===== src/rtl/fir_pkg.sv =====
// fir_pkg: shared widths, filter latency and sequencer state encoding for the FIR datapath
package fir_pkg;

    localparam int DATA_W_DEF  = 16;
    localparam int OUT_W_DEF   = 32;
    localparam int TAPS_DEF    = 8;
    localparam int FIR_LAT_DEF = 1;

    typedef logic [2:0] state_t;

    localparam state_t S_IDLE        = 3'd0;
    localparam state_t S_WAIT_IN     = 3'd1;
    localparam state_t S_SHIFT       = 3'd2;
    localparam state_t S_COMPUTE     = 3'd3;
    localparam state_t S_HOLD        = 3'd4;
    localparam state_t S_FLUSH_SHIFT = 3'd5;
    localparam state_t S_FLUSH_WAIT  = 3'd6;

endpackage


===== src/rtl/fir_seq_counter.sv =====
// fir_seq_counter: loadable down-counter with zero flag; load wins over decrement and it never wraps below zero
module fir_seq_counter #(
    parameter int W = 4
) (
    input  logic         clk,
    input  logic         reset,
    input  logic         load,
    input  logic         dec,
    input  logic [W-1:0] load_val,
    output logic [W-1:0] count,
    output logic         zero
);

    // load or count down, holding at zero
    always_ff @(posedge clk or negedge reset)
        if (!reset) count <= '0;
        else if (load) count <= load_val;
        else if (dec && count != '0) count <= count - W'(1);

    assign zero = count == '0;

endmodule


===== src/rtl/fir_sequencer.sv =====
// fir_sequencer: valid/ready front end that strobes fir_filter once per sample and returns primed results
module fir_sequencer
    import fir_pkg::*;
#(
    parameter int DATA_W  = DATA_W_DEF,
    parameter int OUT_W   = OUT_W_DEF,
    parameter int TAPS    = TAPS_DEF,
    parameter int FIR_LAT = FIR_LAT_DEF
) (
    input  logic              clk,
    input  logic              reset,
    input  logic              enable,
    input  logic              flush_req,
    input  logic              in_valid,
    input  logic [DATA_W-1:0] in_data,
    output logic              in_ready,
    output logic              fir_buff_en,
    output logic              fir_en,
    output logic [DATA_W-1:0] fir_data,
    input  logic [OUT_W-1:0]  fir_filtered_data,
    output logic              out_valid,
    output logic [OUT_W-1:0]  out_data,
    input  logic              out_ready,
    output logic              primed,
    output logic              busy
);

    localparam int CW = $clog2(TAPS) + 1;
    localparam int FW = $clog2(TAPS + 1);
    localparam int LW = $clog2(FIR_LAT + 1);
    localparam logic [CW-1:0] FILL_LAST = CW'(TAPS - 1);
    localparam logic [CW-1:0] FILL_MAX  = CW'(TAPS);

    state_t        state, state_n;
    logic [CW-1:0] fill_cnt;
    logic [LW-1:0] lat_cnt;
    logic [FW-1:0] flush_cnt;
    logic          lat_zero, flush_zero, pend;
    logic          last_lat, take, capture, flush_start, flush_done;
    logic          unused_cnt;

    assign last_lat    = lat_cnt == LW'(1);
    assign take        = state == S_WAIT_IN && in_valid;
    assign capture     = state == S_COMPUTE && last_lat;
    assign flush_start = state_n == S_FLUSH_SHIFT && (state == S_IDLE || state == S_WAIT_IN);
    assign flush_done  = state == S_FLUSH_WAIT && last_lat && flush_zero;
    assign unused_cnt  = ^{lat_zero, flush_cnt};

    assign in_ready    = state == S_WAIT_IN;
    assign fir_buff_en = state == S_SHIFT || state == S_FLUSH_SHIFT;
    assign fir_en      = state != S_IDLE;
    assign busy        = state != S_IDLE;
    assign out_valid   = state == S_HOLD;
    assign primed      = fill_cnt >= FILL_MAX;

    // filter latency, reused for the gaps between flush strobes
    fir_seq_counter #(.W(LW)) u_lat (
        .clk      (clk),
        .reset    (reset),
        .load     (state == S_SHIFT || state == S_FLUSH_SHIFT),
        .dec      (state == S_COMPUTE || state == S_FLUSH_WAIT),
        .load_val (LW'(FIR_LAT)),
        .count    (lat_cnt),
        .zero     (lat_zero)
    );

    // zeros still to push during a flush
    fir_seq_counter #(.W(FW)) u_flush (
        .clk      (clk),
        .reset    (reset),
        .load     (flush_start),
        .dec      (state == S_FLUSH_SHIFT),
        .load_val (FW'(TAPS)),
        .count    (flush_cnt),
        .zero     (flush_zero)
    );

    // next state; an accepted sample always beats a flush in WAIT_IN
    always_comb begin
        state_n = state;
        case (state)
            S_IDLE:        state_n = flush_req ? S_FLUSH_SHIFT : enable ? S_WAIT_IN : S_IDLE;
            S_WAIT_IN:     state_n = in_valid ? S_SHIFT : (flush_req || pend) ? S_FLUSH_SHIFT : !enable ? S_IDLE : S_WAIT_IN;
            S_SHIFT:       state_n = S_COMPUTE;
            S_COMPUTE:     state_n = !last_lat ? S_COMPUTE : fill_cnt >= FILL_LAST ? S_HOLD : S_WAIT_IN;
            S_HOLD:        state_n = out_ready ? S_WAIT_IN : S_HOLD;
            S_FLUSH_SHIFT: state_n = S_FLUSH_WAIT;
            S_FLUSH_WAIT:  state_n = !last_lat ? S_FLUSH_WAIT : flush_zero ? S_IDLE : S_FLUSH_SHIFT;
            default:       state_n = S_IDLE;
        endcase
    end

    // state register
    always_ff @(posedge clk or negedge reset)
        if (!reset) state <= S_IDLE;
        else state <= state_n;

    // sample register feeding the filter; forced to zero for the whole flush
    always_ff @(posedge clk or negedge reset)
        if (!reset) fir_data <= '0;
        else if (take) fir_data <= in_data;
        else if (flush_start) fir_data <= '0;

    // result capture and saturating count of filled taps
    always_ff @(posedge clk or negedge reset)
        if (!reset) begin
            out_data <= '0;
            fill_cnt <= '0;
        end else begin
            if (capture) out_data <= fir_filtered_data;
            if (flush_done) fill_cnt <= '0;
            else if (capture && fill_cnt != FILL_MAX) fill_cnt <= fill_cnt + CW'(1);
        end

    // a flush asked for while a sample is in flight waits for the next WAIT_IN
    always_ff @(posedge clk or negedge reset)
        if (!reset) pend <= 1'b0;
        else if (flush_done) pend <= 1'b0;
        else if (flush_req && (take || state == S_SHIFT || state == S_COMPUTE || state == S_HOLD)) pend <= 1'b1;

endmodule


===== config.mk =====
export PLATFORM = sky130hd
export DESIGN_NAME = fir_sequencer
export DESIGN_NICKNAME = d
export VERILOG_FILES = /design/src/rtl/fir_pkg.sv /design/src/rtl/fir_seq_counter.sv /design/src/rtl/fir_sequencer.sv
export SDC_FILE = /design/constraint.sdc
export NUM_CORES = 1
export LEC_CHECK = 0
export CAP_MARGIN = 40
export CORE_MARGIN = 3
export CORE_UTILIZATION = 46
export CTS_CLUSTER_DIAMETER = 200
export DETAILED_ROUTE_END_ITERATION = 10
export HOLD_SLACK_MARGIN = 0.15
export PLACE_DENSITY = 0.93
export SYNTH_ARGS = -nofsm -noshare
export SYNTH_HDL_FRONTEND = slang
export SYNTH_SLANG_ARGS = --single-unit

===== constraint.sdc =====
create_clock -name clk -period 3.7 [get_ports clk]
set_input_delay 0.925 -clock clk [delete_from_list [all_inputs] [get_ports clk]]
set_output_delay 0.925 -clock clk [all_outputs]
set_load 0.005 [all_outputs]

==> results of run 1 <==
## flip-flops by register name, indices dropped and copies added (netlist names)
name and flops:
out_data 32, state 3, fir_data 16, pend 1
u_flush.count 4, fill_cnt 4, u_lat.count 1
## synth_stat cells (3+ instances only)
cell type  count
buf_6          4
clkbuf_1       4
buf_4          3
nand2_1      106
xnor2_1        3
ha_1           4
a21oi_1        8
nor2_1        18
dfrtp_1       61
a22o_1        16
inv_1          7
buf_2          6
## power breakdown
group	switching, uW	total [uW]	internal (uW)
Clock	257	653	396
Sequential	249	1200	952
Combinational	568	1320	752
Total	1070	3170	2100
## worst max-delay path, stage by stage (launching register included)
cell and delay, ps:
dfrtp_1 610, inv_1 180, or3_1 400, nand2_1 70
clkdlybuf4s50_1 500
## cells by family after synthesis
logic type	count (synthesis)	synth area share, %
xor+xnor	3	0.976
simple gates	141	23.5
buf+inv	24	5.16
mux	2	0.743
fa+ha+maj	4	1.86
compound gates	39	11.1
flops	61	56.7
## layer usage
layer / vias to the layer above / share of wire, %
li1: 1107 / -
met1: 1091 / 41
met2: 69 / 50
met3: 6 / 7.8
met4: 0 / 0.89
met5: - / 0
## worst paths after layout
path	from	end	slack (ps)	depth (start not counted)
min in group asynchronous	reset	fir_data[8]	590	1
worst max-delay path	state[1]	fir_buff_en	690	4
max in group asynchronous	reset	out_data[12]	2230	2
worst min register to register	out_data[19]	out_data[19]	480	2
worst max register to register	state[0]	fill_cnt[3]	1720	3
worst min-delay path	out_data[19]	out_data[19]	480	2
## area by class of cell
class / instances / area share (%)
clock inverter: 6 / 2.17
timing repair buffer: 109 / 27.2
inverter: 7 / 0.661
sequential: 61 / 38.4
multi-input combinational: 189 / 25.9
clock buffer: 10 / 3.46
tap: 72 / 2.27
## through the flow
stage	worst slack [ps]	utilization [%]	instance area, um^2	std cells
3_5_place_dp	1070	67.3	3750	438
5_1_grt	545	71.3	3980	454
6_report	686	71.3	3980	454
4_1_cts	680	71.3	3980	454
2_1_floorplan	1690	-	2690	274
3_3_place_gp	1100	67.3	3750	438
==> out/metrics.cfg, run 1 <==
[cts]
cts_tree=done
cts.sink_count=61
cts_setup_buffers=0
cts_made_buffers=9
cts_root_buf=clkbuf_8
hold_buffers=0
htree_levels=3
cts.repair.resized=0
insertion_delay_ps=330
cts_buffer_depth=2
clk_pin_slew_ps=70

[sta]
skew_ps=4.99
grt_setup_unrepaired=false
drv_slew=0
fmax_mhz=332
setup_viol=0
timing.final.crit_share_pct=81.4
hold_viol_final=0
hold_ws_ps=476
fin_crit_ps=3010
fin_tns_setup_ps=0
slew_headroom_pct=57.3
worst_pin_slew_ps=641

[synth]
ys_warn_count=0
synthTopCellsByArea=dfrtp_1 57%, nand2_1 15%, a22o_1 5.2%
synthArstFlopShare_pct=100
synth_edf_count=0
synth_seq_cells=61
synth_cells=274
synth.yosys.seq_area_share_pct=56.7
netlist_area_mm2=0.00269
ys.flop_type=dfrtp_1
synth_top_area_cell=dfrtp_1
syn_avg_cell_area_um2=9.83
synth_nets=332
synth_cell_types=37
yosys.area.top_type_share_pct=56.7

[run]
drv_cap=0

[power_and_ir_drop]
power.density_mw_per_mm2=798
power_leakage_uw=0.00188
power_uw=3170
ir_worst_vdd_mv=0.547

[floorplanning]
die_h_um=82.5
die_area_mm2=0.00681
start_util_pct=48.3
ios=108
chipWidth_um=82.5
rows=27
core_mm2=0.00557

[global_routing]
grt_busiest_layer=met2
grtUsageMet2_pct=33.7
grt_pass1_wl_um=10500
grt_max_degree=36
grt_pass1_vias=2154
grt_overflow=0
antenna_found_initial=0
grt_util_met3_pct=5.75
grt_usage_pct=20.5
use_met1_pct=25.3

[final_layout]
mostFrequentLayoutCells=106 x nand2_1, 106 x clkdlybuf4s50_1, 61 x dfrtp_1
fill_cells=394
multi_input_area_mm2=0.00103
fin_nets=435
antennaDiodeCount=0
area_growth_pct=47.6
seq_area_mm2=0.00153
layout-drive-gt1-share_pct=7.07

[drt]
routed_wl_um=6840
firstDrtPassIters=4
via_per_inst=5.01
drt-initial-drc-count=122
ant_nets=0
drcViolationCount=0
wl_per_cell_um=15.1
vias=2273

[placed_design]
numPortBuffers=107
routabilityCongestion=0.806
hpwl_um=4930

[critical_path]
critPathKind=flop to output pin
end_kind=output pin
arrival_ps=2090
path_max_fanout=13
start_kind=flop
crit_required_ps=2770

[min_path]
hold_path_class=flop to flop

[run_status]
outcome=finished, final reports clean

Power figures use the tool's default switching activity.
==> run 2, diff against run 1 <==
- CORE_UTILIZATION: 46 -> 43
- PLACE_DENSITY: 0.93 -> 0.89
- clock period: 3.7 -> 3.11 ns (I/O delays scaled with it)
==> out/metrics.cfg, run 2 (same netlist as run 1, synthesis figures left out) <==
[run_status]
outcome=finished, final reports clean

[drt]
vias=2280
ant_nets=0
via_per_inst=5.02
drcViolationCount=0
firstDrtPassIters=4
wl_per_cell_um=14.4
drt-initial-drc-count=86
routed_wl_um=6530

[cts]
cts_tree=done
hold_buffers=0
cts.repair.resized=0
cts_made_buffers=9
htree_levels=3
cts_buffer_depth=2
clk_pin_slew_ps=60
cts_root_buf=clkbuf_8
cts_setup_buffers=0
cts.sink_count=61
insertion_delay_ps=320

[run]
drv_cap=0

[sta]
timing.final.crit_share_pct=92.2
hold_ws_ps=476
slew_headroom_pct=55.7
skew_ps=5.35
hold_viol_final=0
worst_pin_slew_ps=665
setup_viol=0
fmax_mhz=349
grt_setup_unrepaired=false
drv_slew=0
fin_crit_ps=2870
fin_tns_setup_ps=0

[power_and_ir_drop]
power.density_mw_per_mm2=925
ir_worst_vdd_mv=0.624
power_leakage_uw=0.00187

[placed_design]
hpwl_um=4870
routabilityCongestion=0.821
numPortBuffers=107

[global_routing]
grt_pass1_vias=2362
grt_max_degree=35
grt_overflow=0
antenna_found_initial=0
grt_pass1_wl_um=10900
grt_usage_pct=19.0

[final_layout]
largest_register_ffs=32
area_growth_pct=46.8
fin_nets=435
fill_cells=458
seq_area_mm2=0.00153
top_register=out_data
antennaDiodeCount=0
top_regs=out_data: 32 flops, fir_data: 16 flops
layout-drive-gt1-share_pct=6.33
mostFrequentLayoutCells=106 x nand2_1, 106 x clkdlybuf4s50_1, 61 x dfrtp_1
multi_input_area_mm2=0.00103

[floorplanning]
rows=28
die_area_mm2=0.00725
ios=108
start_util_pct=45.0
core_mm2=0.00599
chipWidth_um=85.2
die_h_um=85.2

[critical_path]
end_kind=output pin
path_max_fanout=13
start_kind=flop
critPathKind=flop to output pin
crit_required_ps=2330
arrival_ps=2090

[min_path]
hold_path_class=flop to flop

==> run 2: metrics by stage <==
stage	util [%]	cells	power (uW)	instance area [um^2]	worst slack, ps
6_report	66.0	454	3660	3960	242
5_1_grt	66.0	454	3950	3960	135
4_1_cts	66.0	454	3710	3960	247
3_5_place_dp	62.9	441	3020	3770	633
3_3_place_gp	62.9	441	2930	3770	652
2_1_floorplan	-	274	2220	2690	1250
==> run 2: cell type report <==
class	instances	area share, %
clock inverter	2	0.886
multi-input combinational	189	26.0
clock buffer	11	3.83
tap	75	2.37
sequential	61	38.6
inverter	7	0.664
timing repair buffer	109	27.6
==> run 2: path summary, 6_finish.rpt <==
kind | from | endpoint | slack, ps | depth (start not counted)
setup / recovery | state[1] | fir_buff_en | 240 | 4
hold / removal | out_data[8] | out_data[8] | 480 | 2
setup reg to reg | state[0] | fill_cnt[3] | 1120 | 3
hold reg to reg | out_data[8] | out_data[8] | 480 | 2
max in group asynchronous | reset | fill_cnt[2] | 2000 | 2
min in group asynchronous | reset | out_data[1] | 500 | 1
==> run 2: worst max-delay path: stages (launching register included) <==
cell and delay, ps:
dfrtp_1 600, inv_1 180, or3_1 410, nand2_1 90
clkdlybuf4s50_1 500
==> run 2: power by group <==
group	leakage (uW)	internal (uW)	switching (uW)
Clock	0.0000971	399	267
Sequential	0.000759	1130	293
Combinational	0.00101	897	671
==> run 2: metal layers <==
| layer | routed length [um] | vias up | global-route usage (%) |
|---|---|---|---|
| met1 | 2710 | 1105 | 23.8 |
| met5 | 0 | - | 0 |
| met3 | 359 | 4 | 3.79 |
| met2 | 3420 | 71 | 32.6 |
| met4 | 37 | 0 | 6.91 |
| li1 | - | 1100 | - |
